File: src/rtl/page_drain_pkg.sv
// Shared constants, drainer state encoding and header-byte helper for the
// page-program drain path between the SPI write buffer and the UART.
package page_drain_pkg;

  localparam int DEPTH   = 256;
  localparam int OFF_W   = $clog2(DEPTH);
  localparam int LEN_W   = OFF_W + 1;
  localparam int HDR_LEN = 5;

  localparam logic [7:0] FRAME_SYNC  = 8'h02;
  // Command that ends a capture and raises page_strobe on the SPI side.
  localparam logic [7:0] SPI_CMD_PP3 = 8'h02;

  typedef enum logic [2:0] {
    IDLE = 3'd0,
    HDR  = 3'd1,
    RD   = 3'd2,
    WAIT = 3'd3,
    SEND = 3'd4,
    DONE = 3'd5
  } drain_state_e;

  // Header order: sync, addr high/mid/low, length-1 (256 encodes as 8'hFF).
  function automatic logic [7:0] hdr_byte(input logic [2:0]       idx,
                                          input logic [23:0]      addr,
                                          input logic [LEN_W-1:0] len);
    case (idx)
      3'd0:    hdr_byte = FRAME_SYNC;
      3'd1:    hdr_byte = addr[23:16];
      3'd2:    hdr_byte = addr[15:8];
      3'd3:    hdr_byte = addr[7:0];
      3'd4:    hdr_byte = 8'(len - 9'd1);
      default: hdr_byte = 8'h00;
    endcase
  endfunction

endpackage

File: src/rtl/page_drain_uart_byte_gate.sv
// Ready/strobe gate shared by UART byte producers: strobes only when the UART
// is ready and never in two consecutive cycles.
module uart_byte_gate (
  input  logic       clk,
  input  logic       reset,
  input  logic       req,
  input  logic [7:0] data,
  input  logic       uart_tx_ready,
  output logic [7:0] uart_tx,
  output logic       uart_tx_strobe
);

  logic cool_r;
  logic fire_s;

  // Fire when a byte is offered, the UART is ready and the previous cycle was idle.
  always_comb begin
    fire_s = 1'b0;
    if (req && uart_tx_ready && !cool_r) begin
      fire_s = 1'b1;
    end else begin
      fire_s = 1'b0;
    end
  end

  // Byte bus is parked at zero outside a strobe.
  always_comb begin
    uart_tx = 8'h00;
    if (fire_s) begin
      uart_tx = data;
    end else begin
      uart_tx = 8'h00;
    end
  end

  assign uart_tx_strobe = fire_s;

  // Cool-down flag blocks a strobe in the cycle right after one.
  always_ff @(posedge clk) begin
    if (reset) begin
      cool_r <= 1'b0;
    end else begin
      cool_r <= fire_s;
    end
  end

endmodule

File: src/rtl/page_drain.sv
// Drains a completed page from the write buffer onto the UART as a framed
// byte stream, owns buf_busy, and counts pages dropped while draining.
module page_drain
  import page_drain_pkg::*;
(
  input  logic              clk,
  input  logic              reset,
  input  logic              page_strobe,
  input  logic [23:0]       page_addr,
  input  logic [LEN_W-1:0]  page_len,
  output logic [OFF_W-1:0]  rd_offset,
  input  logic [7:0]        rd_data,
  output logic [7:0]        uart_tx,
  output logic              uart_tx_strobe,
  input  logic              uart_tx_ready,
  output logic              buf_busy,
  output logic [7:0]        drop_count,
  output logic              overflow
);

  drain_state_e     state_r;
  drain_state_e     state_nxt_s;
  logic [23:0]      addr_r;
  logic [LEN_W-1:0] len_r;
  logic [2:0]       hdr_idx_r;
  logic             lead_r;
  logic [OFF_W-1:0] rd_offset_r;
  logic             busy_r;
  logic [7:0]       drop_r;
  logic             ovf_r;

  logic             req_s;
  logic [7:0]       tx_data_s;
  logic             sent_s;
  logic             start_s;
  logic             drop_s;
  logic             last_hdr_s;
  logic             last_data_s;

  assign start_s     = page_strobe && (state_r == IDLE) && (page_len != 9'd0);
  assign drop_s      = page_strobe && (state_r != IDLE);
  assign last_hdr_s  = (hdr_idx_r == 3'(HDR_LEN - 1));
  assign last_data_s = ({1'b0, rd_offset_r} == (len_r - 9'd1));

  // Next-state and byte-offer logic; lead_r holds off the first header byte
  // one cycle so the frame starts two clocks after page_strobe.
  always_comb begin
    state_nxt_s = state_r;
    req_s       = 1'b0;
    tx_data_s   = 8'h00;
    case (state_r)
      IDLE: begin
        if (start_s) begin
          state_nxt_s = HDR;
        end else begin
          state_nxt_s = IDLE;
        end
      end
      HDR: begin
        req_s     = !lead_r;
        tx_data_s = hdr_byte(hdr_idx_r, addr_r, len_r);
        if (sent_s && last_hdr_s) begin
          state_nxt_s = RD;
        end else begin
          state_nxt_s = HDR;
        end
      end
      RD:   state_nxt_s = WAIT;
      WAIT: state_nxt_s = SEND;
      SEND: begin
        req_s     = 1'b1;
        tx_data_s = rd_data;
        if (sent_s && last_data_s) begin
          state_nxt_s = DONE;
        end else if (sent_s) begin
          state_nxt_s = RD;
        end else begin
          state_nxt_s = SEND;
        end
      end
      DONE:    state_nxt_s = IDLE;
      default: state_nxt_s = IDLE;
    endcase
  end

  uart_byte_gate u_gate (
    .clk            (clk),
    .reset          (reset),
    .req            (req_s),
    .data           (tx_data_s),
    .uart_tx_ready  (uart_tx_ready),
    .uart_tx        (uart_tx),
    .uart_tx_strobe (sent_s)
  );

  // State, latched page descriptor and header/data indices.
  always_ff @(posedge clk) begin
    if (reset) begin
      state_r     <= IDLE;
      addr_r      <= 24'h000000;
      len_r       <= 9'd0;
      hdr_idx_r   <= 3'd0;
      lead_r      <= 1'b0;
      rd_offset_r <= 8'd0;
    end else begin
      state_r <= state_nxt_s;
      lead_r  <= start_s;
      if (start_s) begin
        addr_r    <= page_addr;
        len_r     <= page_len;
        hdr_idx_r <= 3'd0;
      end else if ((state_r == HDR) && sent_s) begin
        hdr_idx_r <= hdr_idx_r + 3'd1;
      end
      if ((state_r == HDR) && sent_s && last_hdr_s) begin
        rd_offset_r <= 8'd0;
      end else if ((state_r == SEND) && sent_s && !last_data_s) begin
        rd_offset_r <= rd_offset_r + 8'd1;
      end
    end
  end

  // Buffer ownership and the sticky drop bookkeeping.
  always_ff @(posedge clk) begin
    if (reset) begin
      busy_r <= 1'b0;
      drop_r <= 8'd0;
      ovf_r  <= 1'b0;
    end else begin
      if (start_s) begin
        busy_r <= 1'b1;
      end else if (state_r == DONE) begin
        busy_r <= 1'b0;
      end
      if (drop_s) begin
        ovf_r <= 1'b1;
        if (drop_r != 8'hFF) begin
          drop_r <= drop_r + 8'd1;
        end
      end
    end
  end

  assign uart_tx_strobe = sent_s;
  assign rd_offset      = rd_offset_r;
  assign buf_busy       = busy_r;
  assign drop_count     = drop_r;
  assign overflow       = ovf_r;

endmodule

File: config.mk
export PLATFORM = sky130hd
export DESIGN_NAME = page_drain
export DESIGN_NICKNAME = d
export VERILOG_FILES = /design/src/rtl/page_drain_pkg.sv /design/src/rtl/page_drain_uart_byte_gate.sv /design/src/rtl/page_drain.sv
export SDC_FILE = /design/constraint.sdc
export NUM_CORES = 1
export LEC_CHECK = 0
export CAP_MARGIN = 10
export CORE_MARGIN = 1.5
export CORE_UTILIZATION = 53
export DETAILED_ROUTE_END_ITERATION = 10
export MAX_ROUTING_LAYER = met4
export PLACE_DENSITY = 0.82
export SETUP_SLACK_MARGIN = 0.5
export SLEW_MARGIN = 15
export SYNTH_ARGS = -nofsm -noshare
export SYNTH_HDL_FRONTEND = slang
export SYNTH_SLANG_ARGS = --single-unit
File: constraint.sdc
create_clock -name clk -period 5.08 [get_ports clk]
set_clock_uncertainty 0.15 [all_clocks]
set_input_delay 0.508 -clock clk [delete_from_list [all_inputs] [get_ports clk]]
set_output_delay 0.508 -clock clk [all_outputs]
set_load 0.005 [all_outputs]
==> summary.txt <==
Place
  – Dpl cell area: 0.00373 mm²
  – Detailed Place HPWL: 5290 µm
  – Number of buffers added on ports: 71
  – Placer Congestion: 0.866
  – Placement Setup Slack: 1630 ps

Pwr
  – PwrDens: 294 mW/mm²
  – Flop pwr share: 0.430
  – Int Power: slightly below 900 µW
  – P_sw: roughly 300 µW
  – Combinational Power Share: 0.139
  – Pleak: 1.43 nW
  – Maximum vdd drop: 0.000166 V
  – Total power: 1.16 mW
  – Sw Share: 0.251
  – Clock share of power: 0.431

Detailed routing
  – Final WL: roughly 7700 µm
  – DR iter-0 viols: 281
  – Vias per Instance: 5.73
  – Routed Antenna Nets: 0
  – DR pass1 iterations: 8
  – WL/cell: 14.8 µm
  – Post-route DRC violation count: 0
  – Routed via count: between 2k and 3k

STA
  – Worst Tran Pin Value: 652 ps
  – RSZ-0062 raised after global routing: false
  – Max_slew headroom: 0.564
  – Post-route setup slack: 1600 ps
  – Pins over their slew limit: 0
  – Fmax achieved: 288 MHz
  – Final setup viols: 0
  – Final hold violation count: 0
  – Min Tclk post-route: about 3500 ps
  – Setup TNS: 0 ps
  – Min Hold Slack: 307 ps
  – Final worst-path cycle share: 0.685

Floorplanning
  – Die height: approximately 78 µm
  – IO Pins: 72
  – Core Region: 0.00547 mm²
  – Starting Density: 0.546
  – Num rows: 27
  – Die area: 0.00609 mm²
  – Die width: between 70 and 80 µm

Layout
  – P&R area growth vs syn: 32.6%
  – Ant. Diodes: 0
  – Fraction of layout cells with a size suffix above 1: 0.0607
  – Design Area, Final: 0.00396 mm²
  – Commonest non-fill, non-tap cells in the layout: nand2_1, clkdlybuf4s50_1, dfxtp_1
  – Layout Nets: 493
  – Most common cell after layout, fill and taps aside: nand2_1

Global routing
  – First-pass GRT wire length: between 10000 and 15000 µm
  – Gr usage total: 0.267
  – Initial antenna violation count: 0
  – GR Overflow Total: 0
  – Number of global-route vias before repair: 2837
  – Largest net degree at the start of global routing: 54

Logic synthesis
  – Yosys reg bits: between 50 and 60
  – Seq/Total Area, Yosys: 0.395
  – Post-synthesis cell area: ~0.0030 mm²
  – Syn_area_per_cell: 7.94 µm²
  – Top_reg_cell synth: dfxtp_1
  – Synth unique cells: 47
  – Ys async rst share: 0
  – Yosys warns: 0
  – Mapped Nets: 429
  – Instance count of the mapped netlist: 376
  – EDFF count, synth: 0

Run status
  – Status: finished, final reports clean

Clock tree
  – Setup bufs post-CTS: 0
  – Clk pin slew, worst setup/hold paths: 70 ps
  – CTS H-tree lvls: 3
  – CTS Buf Count: 9
  – Clk root buf: clkbuf_8
  – CTS tree: done
  – Clock sink total: 59
  – Maximum buffer depth of the clock tree: 2
  – Post-CTS Resized: 0
  – # hold bufs at CTS: 0
  – Clock Latency Late Sink: about 340 ps

Critical path
  – Arrival time at the worst endpoint: 2820 ps
  – Critical path class: flip-flop to primary output
  – Crit end category: primary output
  – Crit start category: flip-flop
  – Family with the most delay on the worst path: simple AND/OR/NAND/NOR gates
  – Reg2Reg Setup Slack: 2090 ps
  – Critical path peak fanout: 9
  – Crit-path max cell delay: 530 ps
  – Cell breakdown of the critical path: inv_1 -> ha_1 -> nor2b_1 -> nor4_1 -> nor2_1 -> a22o_1 -> clkdlybuf4s50_1
  – WP buf/inv: 2
  – Crit-path slowest cell: nor2b_1
  – Critical Path RT: 4420 ps

Min path
  – Worst hold path class: flip-flop to flip-flop

Flow run
  – Max Cap Viol: 0
-- worst paths after layout --
kind | startpoint | to | cells after the start
min reg2reg | addr_r[14]$_SDFFE_PP0P_ | addr_r[14]$_SDFFE_PP0P_ | 2
max reg2reg | len_r[0]$_SDFFE_PP0P_ | rd_offset[5]$_SDFFE_PP0P_ | 9
min | addr_r[14]$_SDFFE_PP0P_ | addr_r[14]$_SDFFE_PP0P_ | 2
max | hdr_idx_r[0]$_SDFFE_PP0P_ | uart_tx[1] | 7
-- synthesized netlist by cell type (4+ instances only) --
cell | count | area share
a21oi_1 | 48 | 0.080
a222oi_1 | 7 | 0.023
a22o_1 | 8 | 0.023
clkbuf_1 | 19 | 0.024
dfxtp_1 | 59 | 0.40
ha_1 | 8 | 0.034
inv_1 | 8 | 0.010
nand2_1 | 80 | 0.10
nand2b_1 | 4 | 0.0084
nand3_1 | 7 | 0.012
nand4_1 | 6 | 0.013
nor2_1 | 20 | 0.025
nor2b_1 | 7 | 0.015
nor3_1 | 6 | 0.010
nor4_1 | 4 | 0.0084
o21ai_0 | 12 | 0.020
o21ai_1 | 5 | 0.0084
or3_1 | 8 | 0.017
xnor2_1 | 12 | 0.035
xor2_1 | 9 | 0.026
-- per-stage QoR --
| stage | util | std cells |
|---|---|---|
| 2_1_floorplan | - | 376 |
| 4_1_cts | 0.724 | 517 |
| 3_5_place_dp | 0.681 | 501 |
| 5_1_grt | 0.724 | 517 |
| 3_3_place_gp | 0.681 | 501 |
| 6_report | 0.724 | 517 |
-- per-layer routing --
layer	share of wire	global-route usage	routed length, µm
met5	0	-	0
met4	0.025	0.141	193
met3	0.054	0.0558	412
met2	0.48	0.420	3690
met1	0.44	0.323	3360
-- cell type report --
type | instances | area (µm²)
Tap cell | 72 | 90.1
Timing Repair Buffer | 74 | 733
Inverter | 8 | 30.0
Sequential cell | 59 | 1180
Fill cell | 463 | 1510
Clock inverter | 5 | 83.8
Clock buffer | 11 | 151
Multi-Input combinational cell | 288 | 1690
-- cells by family after synthesis --
kind of cell	share of synthesized area
buf+inv	0.0381
fa+ha+maj	0.0335
simple gates	0.261
mux	0.0101
flops	0.395
compound gates	0.195
xor+xnor	0.0670
-- power by group through the flow --
stage	clock [mW]	sequential (mW)	combinational, mW
5_1_grt	0.524	0.503	0.179
4_1_cts	0.505	0.500	0.162
3_3_place_gp	0	0.509	0.157
2_1_floorplan	0	0.505	0.0991
6_report	0.501	0.500	0.162
3_5_place_dp	0	0.510	0.160
-- registers in the layout, indices dropped and copies added, names as in the netlist --
signal         count
state_r            3
lead_r             1
overflow           1
rd_offset          8
hdr_idx_r          3
drop_count         8
u_gate.cool_r      1
buf_busy           1
len_r              9
addr_r            24
-- tightest hold or removal path, delay by kind of cell, from the launching register on --
family          cells  cell delay, ps
compound gates      1              50
flops               1             310
simple gates        1              50
(Power assumes the default switching activity.)
